File: config.mk
export PLATFORM = sky130hd
export DESIGN_NAME = vga_frame_monitor_flat
export DESIGN_NICKNAME = d
export VERILOG_FILES = /design/src/rtl/vga_frame_monitor_pkg.sv /design/src/rtl/vga_frame_monitor_if.sv /design/src/rtl/vga_frame_monitor_checksum.sv /design/src/rtl/vga_frame_monitor.sv /design/src/flat_wrapper.sv
export SDC_FILE = /design/constraint.sdc
export NUM_CORES = 1
export LEC_CHECK = 0
export CELL_PAD_IN_SITES_DETAIL_PLACEMENT = 0
export CELL_PAD_IN_SITES_GLOBAL_PLACEMENT = 1
export CORE_MARGIN = 10
export CORE_UTILIZATION = 43
export DETAILED_ROUTE_END_ITERATION = 6
export MAX_ROUTING_LAYER = met4
export PLACE_DENSITY_LB_ADDON = 0.1
export SLEW_MARGIN = 10
export SYNTH_ARGS = -nofsm -noshare
export SYNTH_HDL_FRONTEND = slang
export SYNTH_SLANG_ARGS = --single-unit
File: constraint.sdc
create_clock -name CLOCK_50 -period 4.3 [get_ports CLOCK_50]
set_input_delay 0.645 -clock CLOCK_50 [delete_from_list [all_inputs] [get_ports CLOCK_50]]
set_output_delay 0.645 -clock CLOCK_50 [all_outputs]
set_load 0.01 [all_outputs]
File: src/rtl/vga_frame_monitor_pkg.sv
// Shared types and constants for the VGA frame monitor: FSM state, default
// geometry and the CRC-32 step used when FRAME_MON_CRC_EN is defined.
package vga_mon_pkg;

   typedef enum logic [0:0] {WAIT_VS, IN_FRAME} mon_state_e;

   localparam int unsigned H_ACTIVE_DEF = 640;
   localparam int unsigned V_ACTIVE_DEF = 480;

   localparam logic [31:0] CRC32_POLY = 32'h04C11DB7;
   localparam logic [31:0] CRC32_INIT = 32'hFFFFFFFF;

   // Advance a non-reflected CRC-32 by one 24-bit pixel, MSB (R[7]) first.
   function automatic logic [31:0] crc32_step24(input logic [31:0] crc, input logic [23:0] data);
      logic [31:0] c;
      logic        fb;
      c = crc;
      for (int i = 23; i >= 0; i--) begin
         fb = c[31] ^ data[i];
         c  = {c[30:0], 1'b0} ^ (fb ? CRC32_POLY : 32'h0000_0000);
      end
      return c;
   endfunction

endpackage

File: src/rtl/vga_frame_monitor_if.sv
// VGA pin bundle as driven from the GPU to the DAC. The GPU side is the
// master; the frame monitor only observes it through the slave modport.
interface vga_frame_monitor_if;

   logic       VGA_CLK;
   logic       VGA_HS;
   logic       VGA_VS;
   logic       VGA_BLANK_N;
   logic [7:0] VGA_R;
   logic [7:0] VGA_G;
   logic [7:0] VGA_B;

   modport master (
      output VGA_CLK, VGA_HS, VGA_VS, VGA_BLANK_N, VGA_R, VGA_G, VGA_B
   );

   modport slave (
      input  VGA_CLK, VGA_HS, VGA_VS, VGA_BLANK_N, VGA_R, VGA_G, VGA_B
   );

endinterface

File: src/rtl/vga_frame_monitor_checksum.sv
// Running per-frame checksum. value_o already includes the pixel presented
// in the current cycle, so a frame can be closed on the same cycle as its
// last pixel. Macro FRAME_MON_CRC_EN selects CRC-32 instead of a 32-bit sum.
module frame_checksum
   import vga_mon_pkg::*;
(
   input  logic        clk_i,
   input  logic        rst_ni,
   input  logic        clr_i,
   input  logic        en_i,
   input  logic [23:0] pix_i,
   output logic [31:0] value_o
);

   logic [31:0] acc_q, acc_d, acc_upd;

`ifdef FRAME_MON_CRC_EN
   localparam logic [31:0] AccInit = CRC32_INIT;

   // One pixel per enabled cycle through the 24-bit CRC step.
   always_comb acc_upd = crc32_step24(acc_q, pix_i);
`else
   localparam logic [31:0] AccInit = 32'h0000_0000;

   // Modular sum of the zero-extended pixel.
   always_comb acc_upd = acc_q + {8'h00, pix_i};
`endif

   // Clear wins over accumulate for the stored value; value_o still carries
   // the pixel so the closing frame sees it.
   always_comb begin
      value_o = en_i ? acc_upd : acc_q;
      acc_d   = clr_i ? AccInit : value_o;
   end

   // Accumulator register.
   always_ff @(posedge clk_i or negedge rst_ni) begin
      if (!rst_ni) acc_q <= AccInit;
      else         acc_q <= acc_d;
   end

endmodule

File: src/rtl/vga_frame_monitor.sv
// Passive VGA frame monitor. Samples the GPU pin bundle on CLOCK_50, recovers
// per-line pixel counts and per-frame line counts, flags geometry errors and
// reports a per-frame checksum. Optional macro: FRAME_MON_CRC_EN (CRC-32
// checksum instead of additive sum, handled inside frame_checksum).
module vga_frame_monitor
   import vga_mon_pkg::*;
#(
   parameter int unsigned H_ACTIVE = H_ACTIVE_DEF,
   parameter int unsigned V_ACTIVE = V_ACTIVE_DEF,
   parameter int unsigned CNT_W    = 12
) (
   input  logic                 CLOCK_50,
   input  logic                 RESET_N,
   vga_frame_monitor_if.slave   vga,
   output logic                 pix_valid,
   output logic [CNT_W-1:0]     pix_x,
   output logic [CNT_W-1:0]     pix_y,
   output logic                 frame_done,
   output logic [31:0]          frame_sum,
   output logic [CNT_W-1:0]     frame_lines,
   output logic [15:0]          frame_count,
   output logic                 err_geometry
);

   localparam logic [CNT_W-1:0] CntMax = '1;
   localparam logic [CNT_W-1:0] HExp   = CNT_W'(H_ACTIVE);
   localparam logic [CNT_W-1:0] VExp   = CNT_W'(V_ACTIVE);

   function automatic logic [CNT_W-1:0] sat_inc(input logic [CNT_W-1:0] v);
      return (v == CntMax) ? v : v + 1'b1;
   endfunction

   // Two-stage input alignment; pixel data is taken from the first stage.
   logic        vclk_q, vclk_qq, vs_q, vs_qq, hs_q, blank_q;
   logic [23:0] rgb_q;

   // Input sampling pipeline.
   always_ff @(posedge CLOCK_50 or negedge RESET_N) begin
      if (!RESET_N) begin
         vclk_q  <= 1'b0;
         vclk_qq <= 1'b0;
         vs_q    <= 1'b0;
         vs_qq   <= 1'b0;
         hs_q    <= 1'b0;
         blank_q <= 1'b0;
         rgb_q   <= '0;
      end else begin
         vclk_q  <= vga.VGA_CLK;
         vclk_qq <= vclk_q;
         vs_q    <= vga.VGA_VS;
         vs_qq   <= vs_q;
         hs_q    <= vga.VGA_HS;
         blank_q <= vga.VGA_BLANK_N;
         rgb_q   <= {vga.VGA_R, vga.VGA_G, vga.VGA_B};
      end
   end

   logic pix_sample, vs_edge;
   assign pix_sample = vclk_q & ~vclk_qq;
   assign vs_edge    = ~vs_q & vs_qq;

   mon_state_e       state_q, state_d;
   logic [CNT_W-1:0] x_q, x_d, line_q, line_d;
   logic             run_q, run_d;      // previous sample was active
   logic             err_q, err_d;
   logic             pix_valid_q, pix_valid_d;
   logic [CNT_W-1:0] pix_x_q, pix_x_d, pix_y_q, pix_y_d;
   logic             frame_done_q, frame_done_d;
   logic [31:0]      frame_sum_q, frame_sum_d;
   logic [CNT_W-1:0] frame_lines_q, frame_lines_d;
   logic [15:0]      frame_count_q, frame_count_d;
   logic             sum_clr, sum_en;
   logic [31:0]      sum_value;

   frame_checksum u_checksum (
      .clk_i   (CLOCK_50),
      .rst_ni  (RESET_N),
      .clr_i   (sum_clr),
      .en_i    (sum_en),
      .pix_i   (rgb_q),
      .value_o (sum_value)
   );

   // Next-state: pixel/line tracking, then frame close on a VS edge, which
   // sees the effect of a pixel or line end sampled in the same cycle.
   always_comb begin
      state_d       = state_q;
      x_d           = x_q;
      line_d        = line_q;
      run_d         = run_q;
      err_d         = err_q;
      pix_valid_d   = 1'b0;
      pix_x_d       = pix_x_q;
      pix_y_d       = pix_y_q;
      frame_done_d  = 1'b0;
      frame_sum_d   = frame_sum_q;
      frame_lines_d = frame_lines_q;
      frame_count_d = frame_count_q;
      sum_clr       = 1'b0;
      sum_en        = 1'b0;
      unique case (state_q)
         WAIT_VS: begin
            if (vs_edge) begin
               state_d = IN_FRAME;
               x_d     = '0;
               line_d  = '0;
               run_d   = 1'b0;
               sum_clr = 1'b1;
            end
         end
         IN_FRAME: begin
            if (pix_sample) begin
               if (blank_q) begin
                  pix_valid_d = 1'b1;
                  pix_x_d     = x_q;
                  pix_y_d     = line_q;
                  x_d         = sat_inc(x_q);
                  sum_en      = 1'b1;
                  if (!hs_q) err_d = 1'b1;
               end else if (run_q) begin
                  if (x_q != HExp) err_d = 1'b1;
                  line_d = sat_inc(line_q);
                  x_d    = '0;
               end
               run_d = blank_q;
            end
            if (vs_edge) begin
               // A run still open at VS counts as a finished line.
               if (run_d) begin
                  if (x_d != HExp) err_d = 1'b1;
                  line_d = sat_inc(line_d);
               end
               if (line_d != VExp) err_d = 1'b1;
               frame_lines_d = line_d;
               frame_sum_d   = sum_value;
               frame_count_d = frame_count_q + 16'd1;
               frame_done_d  = 1'b1;
               x_d           = '0;
               line_d        = '0;
               run_d         = 1'b0;
               sum_clr       = 1'b1;
            end
         end
         default: state_d = WAIT_VS;
      endcase
   end

   // Monitor state and registered outputs.
   always_ff @(posedge CLOCK_50 or negedge RESET_N) begin
      if (!RESET_N) begin
         state_q       <= WAIT_VS;
         x_q           <= '0;
         line_q        <= '0;
         run_q         <= 1'b0;
         err_q         <= 1'b0;
         pix_valid_q   <= 1'b0;
         pix_x_q       <= '0;
         pix_y_q       <= '0;
         frame_done_q  <= 1'b0;
         frame_sum_q   <= '0;
         frame_lines_q <= '0;
         frame_count_q <= '0;
      end else begin
         state_q       <= state_d;
         x_q           <= x_d;
         line_q        <= line_d;
         run_q         <= run_d;
         err_q         <= err_d;
         pix_valid_q   <= pix_valid_d;
         pix_x_q       <= pix_x_d;
         pix_y_q       <= pix_y_d;
         frame_done_q  <= frame_done_d;
         frame_sum_q   <= frame_sum_d;
         frame_lines_q <= frame_lines_d;
         frame_count_q <= frame_count_d;
      end
   end

   assign pix_valid    = pix_valid_q;
   assign pix_x        = pix_x_q;
   assign pix_y        = pix_y_q;
   assign frame_done   = frame_done_q;
   assign frame_sum    = frame_sum_q;
   assign frame_lines  = frame_lines_q;
   assign frame_count  = frame_count_q;
   assign err_geometry = err_q;

endmodule

File: src/flat_wrapper.sv
// flat-port wrapper written by rule: the top's interface ports become plain ports
module vga_frame_monitor_flat import vga_mon_pkg::*;
#(
   parameter int unsigned H_ACTIVE = H_ACTIVE_DEF,
   parameter int unsigned V_ACTIVE = V_ACTIVE_DEF,
   parameter int unsigned CNT_W    = 12
)
  (CLOCK_50, RESET_N, pix_valid, pix_x, pix_y, frame_done, frame_sum, frame_lines, frame_count, err_geometry, vga_VGA_CLK, vga_VGA_HS, vga_VGA_VS, vga_VGA_BLANK_N, vga_VGA_R, vga_VGA_G, vga_VGA_B);
  vga_frame_monitor_if vga_i ();
  input  logic CLOCK_50;
  input  logic RESET_N;
  output logic pix_valid;
  output logic [CNT_W-1:0] pix_x;
  output logic [CNT_W-1:0] pix_y;
  output logic frame_done;
  output logic [31:0] frame_sum;
  output logic [CNT_W-1:0] frame_lines;
  output logic [15:0] frame_count;
  output logic err_geometry;
  input wire logic [$bits(vga_i.VGA_CLK)-1:0] vga_VGA_CLK;
  input wire logic [$bits(vga_i.VGA_HS)-1:0] vga_VGA_HS;
  input wire logic [$bits(vga_i.VGA_VS)-1:0] vga_VGA_VS;
  input wire logic [$bits(vga_i.VGA_BLANK_N)-1:0] vga_VGA_BLANK_N;
  input wire logic [$bits(vga_i.VGA_R)-1:0] vga_VGA_R;
  input wire logic [$bits(vga_i.VGA_G)-1:0] vga_VGA_G;
  input wire logic [$bits(vga_i.VGA_B)-1:0] vga_VGA_B;
  assign vga_i.VGA_CLK = vga_VGA_CLK;
  assign vga_i.VGA_HS = vga_VGA_HS;
  assign vga_i.VGA_VS = vga_VGA_VS;
  assign vga_i.VGA_BLANK_N = vga_VGA_BLANK_N;
  assign vga_i.VGA_R = vga_VGA_R;
  assign vga_i.VGA_G = vga_VGA_G;
  assign vga_i.VGA_B = vga_VGA_B;
  vga_frame_monitor #(.H_ACTIVE(H_ACTIVE), .V_ACTIVE(V_ACTIVE), .CNT_W(CNT_W)) u_core (.CLOCK_50(CLOCK_50), .RESET_N(RESET_N), .vga(vga_i), .pix_valid(pix_valid), .pix_x(pix_x), .pix_y(pix_y), .frame_done(frame_done), .frame_sum(frame_sum), .frame_lines(frame_lines), .frame_count(frame_count), .err_geometry(err_geometry));
endmodule
; After elaboration in Yosys (flattened, before gate mapping)
; Cells that the tools add are included.
[classes]
mux = 41
n_reduce_logical = 2
bitwise = 5
addsub = 5
n_eq_ne = 7
[ops]
columns = operator, n
row1 = $mux W12, 17
row2 = $mux W32, 2
row3 = $pmux W12 S2, 2
row4 = $add A12 B1 Y12 const B, 3
row5 = $eq A12 B12 Y1 const B, 3
row6 = $add A32 B24 Y32, 1
row7 = $ne A12 B10 Y1 const B, 2
row8 = $mux W1, 19
row9 = $add A16 B1 Y16 const B, 1
row10 = $ne A12 B9 Y1 const B, 1
row11 = $not A1 Y1, 3
row12 = $reduce_and A3 Y1, 1
row13 = $and A1 B1 Y1, 2
row14 = $ne A2 B1 Y1 const B, 1
row15 = $pmux W1 S2, 1
row16 = $reduce_and A2 Y1, 1
[word_totals]
input_bits = 30
register_bits = 175
output_inout_bits = 87
word_cells = 80

; Logic depth before layout (Yosys ltp)
[depth]
ltp_word = 14
ltp_mapped = 15

; By module
; From an unflattened synthesis, not the netlist that was laid out.
[hier_totals]
hier_cells = 1034
area_unflattened_um2 = 9714.3
[modules_own_cells]
columns = module, n_inst, cells_per_inst, area_each_um2
row1 = vga_frame_monitor, 1, 655, 6576.3
row2 = frame_checksum, 1, 379, 3138.0

; Least setup slack after synthesis
; No wires, ideal clock.
[synth_path]
path_kind = reg-to-reg
startpoint = register u_core.line_q[1]
endpoint = register u_core.err_q, in the netlist u_core.err_geometry
arrival_time_ns = 3.096
period_less_slack_ns = 3.227
t_required_ns = 4.169
setup_ns = 0.131
stages_incl_launch_ff = 15
slack_ns = 1.073
path_cell_list = dfrtp_1 > ha_1 > buf_2 > and4_1 > buf_2 > a31oi_1 > mux2_2 > ha_1 > o31ai_1 > or3_1 > nand2_2 > o32ai_1 > a22oi_1 > a211oi_1 > a21oi_1
[synth_between]
elab_chain_len = 14
[synth_lines]
columns = item, line
row1 = from (decl), vga_frame_monitor.sv:63  ; logic [CNT_W-1:0] x_q, x_d, line_q, line_d;
row2 = from (signal assigned), vga_frame_monitor.sv:166  ; line_q <= line_d;
row3 = $add A12 B1 Y12 or $eq A12 B12 Y1 (tied branches), vga_frame_monitor.sv:30  ; return (v == CntMax) ? v : v + 1'b1;
row4 = $mux W12, vga_frame_monitor.sv:30
row5 = $mux W12, vga_frame_monitor.sv:120  ; end else if (run_q) begin
row6 = $mux W12, vga_frame_monitor.sv:113  ; if (blank_q) begin
row7 = $mux W12 *, vga_frame_monitor.sv:112  ; if (pix_sample) begin
row8 = $mux W12 *, vga_frame_monitor.sv:101  ; unique case (state_q)
row9 = $add A12 B1 Y12 or $eq A12 B12 Y1 (tied branches), vga_frame_monitor.sv:30
row10 = $mux W12, vga_frame_monitor.sv:30
row11 = $mux W12 *, vga_frame_monitor.sv:129  ; if (run_d) begin
row12 = $mux W12 *, vga_frame_monitor.sv:127  ; if (vs_edge) begin
row13 = $mux W12 *, vga_frame_monitor.sv:101
row14 = $ne A12 B9 Y1 *, vga_frame_monitor.sv:133  ; if (line_d != VExp) err_d = 1'b1;
row15 = $mux W1 *, vga_frame_monitor.sv:133
row16 = $mux W1 *, vga_frame_monitor.sv:127
row17 = to (signal assigned), vga_frame_monitor.sv:168  ; err_q <= err_d;
row18 = to (decl), vga_frame_monitor.sv:65  ; logic err_q, err_d;
; Mark *: on every way between the ends. The rest lies on a longest branch, timed or not. The select of a mux whose other input is x is not followed.
; A chain may end at the register's enable or synchronous reset.

; Worst setup path in the final report
[layout_path]
startpoint = register u_core.line_q[0]
endpoint = register u_core.err_q, in the netlist u_core.err_geometry
; Same word-level chain as after synthesis.

==> metrics.yaml <==
placement:
  globalplace.congestion: 0.907
  port_buffers: 116
  hpwlAfterDp_mm: 16.6
timing:
  fin_crit_ns: 3.81
  fmax_mhz: 262
  hold_violations: 0
  finalSetupViolCount: 0
  grt_setup_unrepaired: "false"
  worstMarginPinSlew_ns: 0.866
  tns_ns: 0
  drv_slew: 0
  fin_skew_ns: 0.00988
  post-route-period-util: 0.886
  slew_headroom: 0.423
clock_tree:
  cts_tree: "done"
  numCtsBuffers: 17
  htreeDepth: 4
  post_cts_buffers: 0
  cts_hold_buffers: 0
  post_cts_resize_count: 0
  clkLatencyLatePin_ns: 0.43
  clk_path_buf_depth: 2
  numClockSinks: 175
  cts_root_buf: "clkbuf_16"
  clkTransAtPathRegs_ns: 0.07
die:
  die_area_um2: 27400
  fp-row-count: 53
  fp.dieH_um: 166
  ios: 117
  die_w_um: 166
  core-area_um2: 21000
  initial_core_util: 0.435
worst_hold_path:
  hold_path_class: "input port to asynchronous set/reset pin"
drt:
  drt-vias-per-instance: 5.44
  ant_nets: 0
  dr.first_iter.drc_count: 508
  wl_per_cell_um: 17.4
  drt-total-wl_mm: 23.6
  drcViolationCount: 0
  vias: 7400
  drt_first_pass_iters: 5
grt:
  grt_pass1_wl_mm: 39.2
  grt_overflow: 0
  grt_usage: 0.182
  antenna_found_initial: 0
  grt_pass1_vias: 7544
  grt_max_degree: 95
yosys:
  synth_top_area_frac: 0.480
  syn_area_um2: 9110
  yosysSeqAreaShare: 0.480
  synth-seq-cells: 175
  yosys-top-cells-count: "dfrtp_1 (175), nand2_1 (156), nor2_1 (95)"
  avgSynthCellArea_um2: 9.28
  syn-num-nets: 1042
  syn_inst: 982
  ys_top_cells_by_area: "dfrtp_1 (48%), nand2_1 (6.4%), ha_1 (4.0%)"
  yosys_warnings: 0
  synth_ff_type: "dfrtp_1"
  synth_enable_flop_cells: 0
  synthArstFlopShare: 1.00
  synth.distinct_cells: 77
  synth_area_leader_cell: "dfrtp_1"
  synth_most_common_cell: "dfrtp_1"
layout:
  syn_to_final_growth_pct: 22.2
  antenna_cells: 0
  fillers: 1971
  nNetsFinal: 1133
  final_util: 0.532
  area.sequential_um2: 4380
  drive_gt1_frac: 0.0691
  multi_input_comb_area_um2: 4450
worst_setup_path:
  arrival_ns: 4.12
  cp-end-kind: "register"
  cp.required_ns: 4.61
  path_class: "register to register"
  start_kind: "register"
  critPathMaxFanout: 9
outcome:
  status: "finished, final reports clean"
pwr:
  power_per_cell_area_nw_per_um2: 392
  ir_drop_v: 0.000277
  power_leakage_nw: 5.03
run:
  max-cap-violations: 0
cell type report:
type                    instances  area share
clock inverters                15      0.0207
multi-input cells             735       0.399
repair buffers                125       0.112
well taps                     275      0.0309
inverters                      19     0.00640
clock buffers                  17      0.0382
flip-flops and latches        175       0.393
logic make-up (layout without fill, tap and decap cells):
kind of cell / count (synthesis) / after routing / synth area share
AND/OR/NAND/NOR: 404 / 404 / 0.212
AO/OA/AOI/OAI: 229 / 229 / 0.157
flip-flops: 175 / 175 / 0.480
buffers and inverters: 72 / 176 / 0.0332
XOR/XNOR: 47 / 47 / 0.0452
adder cells (fa/ha/maj): 30 / 30 / 0.0420
multiplexers: 25 / 25 / 0.0303
cells in the final DEF, fill, tap and decap left out, types with 7 or more instances in the layout:
cell,instances
a211oi_1,9
a21o_1,21
a21oi_1,65
and2_1,7
and3_1,13
buf_4,8
clkbuf_16,17
clkdlybuf4s50_1,115
dfrtp_1,175
ha_1,29
inv_1,17
mux2_2,7
mux2i_1,16
nand2_1,154
nand3_1,25
nand4_1,27
nor2_1,95
nor2b_1,7
nor3_1,18
o21ai_0,63
o31ai_1,11
or2_2,7
or3_1,11
xnor2_1,25
xor2_1,22
stage by stage:
stage	total power (W)	hold WS, ns	setup slack [ns]	area, um^2	cells
6_report	0.00436	0.296	0.489	11100	1361
3_5_place_dp	0.00267	0.426	0.597	10500	1329
4_1_cts	0.00442	0.343	0.562	11100	1361
3_3_place_gp	0.00267	0.414	0.726	10500	1329
5_1_grt	0.00459	0.353	0.133	11100	1361
2_1_floorplan	0.00233	0.349	1.07	9110	982
flip-flops by register name, summed over array words and instances (netlist names), 12 cells and up:
register and count:
u_core.pix_y 12, u_core.frame_lines 12, u_core.pix_x 12, u_core.frame_sum 32
u_core.frame_count 16, u_core.u_checksum.acc_q 32, u_core.line_q 12, u_core.x_q 12
u_core.rgb_q 24
where the power goes:
group,leakage (nW),switching [W],internal (W),total [W]
clock network,0.323,0.000690,0.00104,0.00173
logic,2.39,0.000399,0.000360,0.000759
registers,2.32,0.000100,0.00177,0.00187
routing by layer:
layer | track usage | wire length (um) | vias to the layer above | part of all wire
li1 | - | - | 3659 | -
met2 | 0.296 | 11600 | 149 | 0.49
met1 | 0.229 | 10800 | 3569 | 0.45
met5 | - | 0 | - | 0
met3 | 0.0327 | 984 | 23 | 0.042
met4 | 0.0523 | 318 | 0 | 0.013
final timing paths:
kind,endpoint,depth (start not counted),from,slack [ns]
setup / recovery,u_core.err_geometry,11,u_core.line_q[0],0.49
hold / removal,u_core.rgb_q[11],1,RESET_N,0.30
setup reg to reg,u_core.err_geometry,11,u_core.line_q[0],0.49
hold reg to reg,u_core.vs_qq,0,u_core.vs_q,0.44
max in group asynchronous,u_core.pix_x[11],2,RESET_N,3.05
min in group CLOCK_50,u_core.vs_qq,0,u_core.vs_q,0.44
critical path, stage by stage, from the launching register on:
cell     delay (ns)
dfrtp_1        0.49
ha_1           0.35
and4_1         0.32
a31oi_1        0.59
mux2_2         0.45
ha_1           0.22
o31ai_1        0.20
nor3_1         0.19
o31ai_1        0.42
nand4_1        0.15
nor4_1         0.22
a21oi_1        0.10
Note: power is estimated with default switching activity, not from simulation.
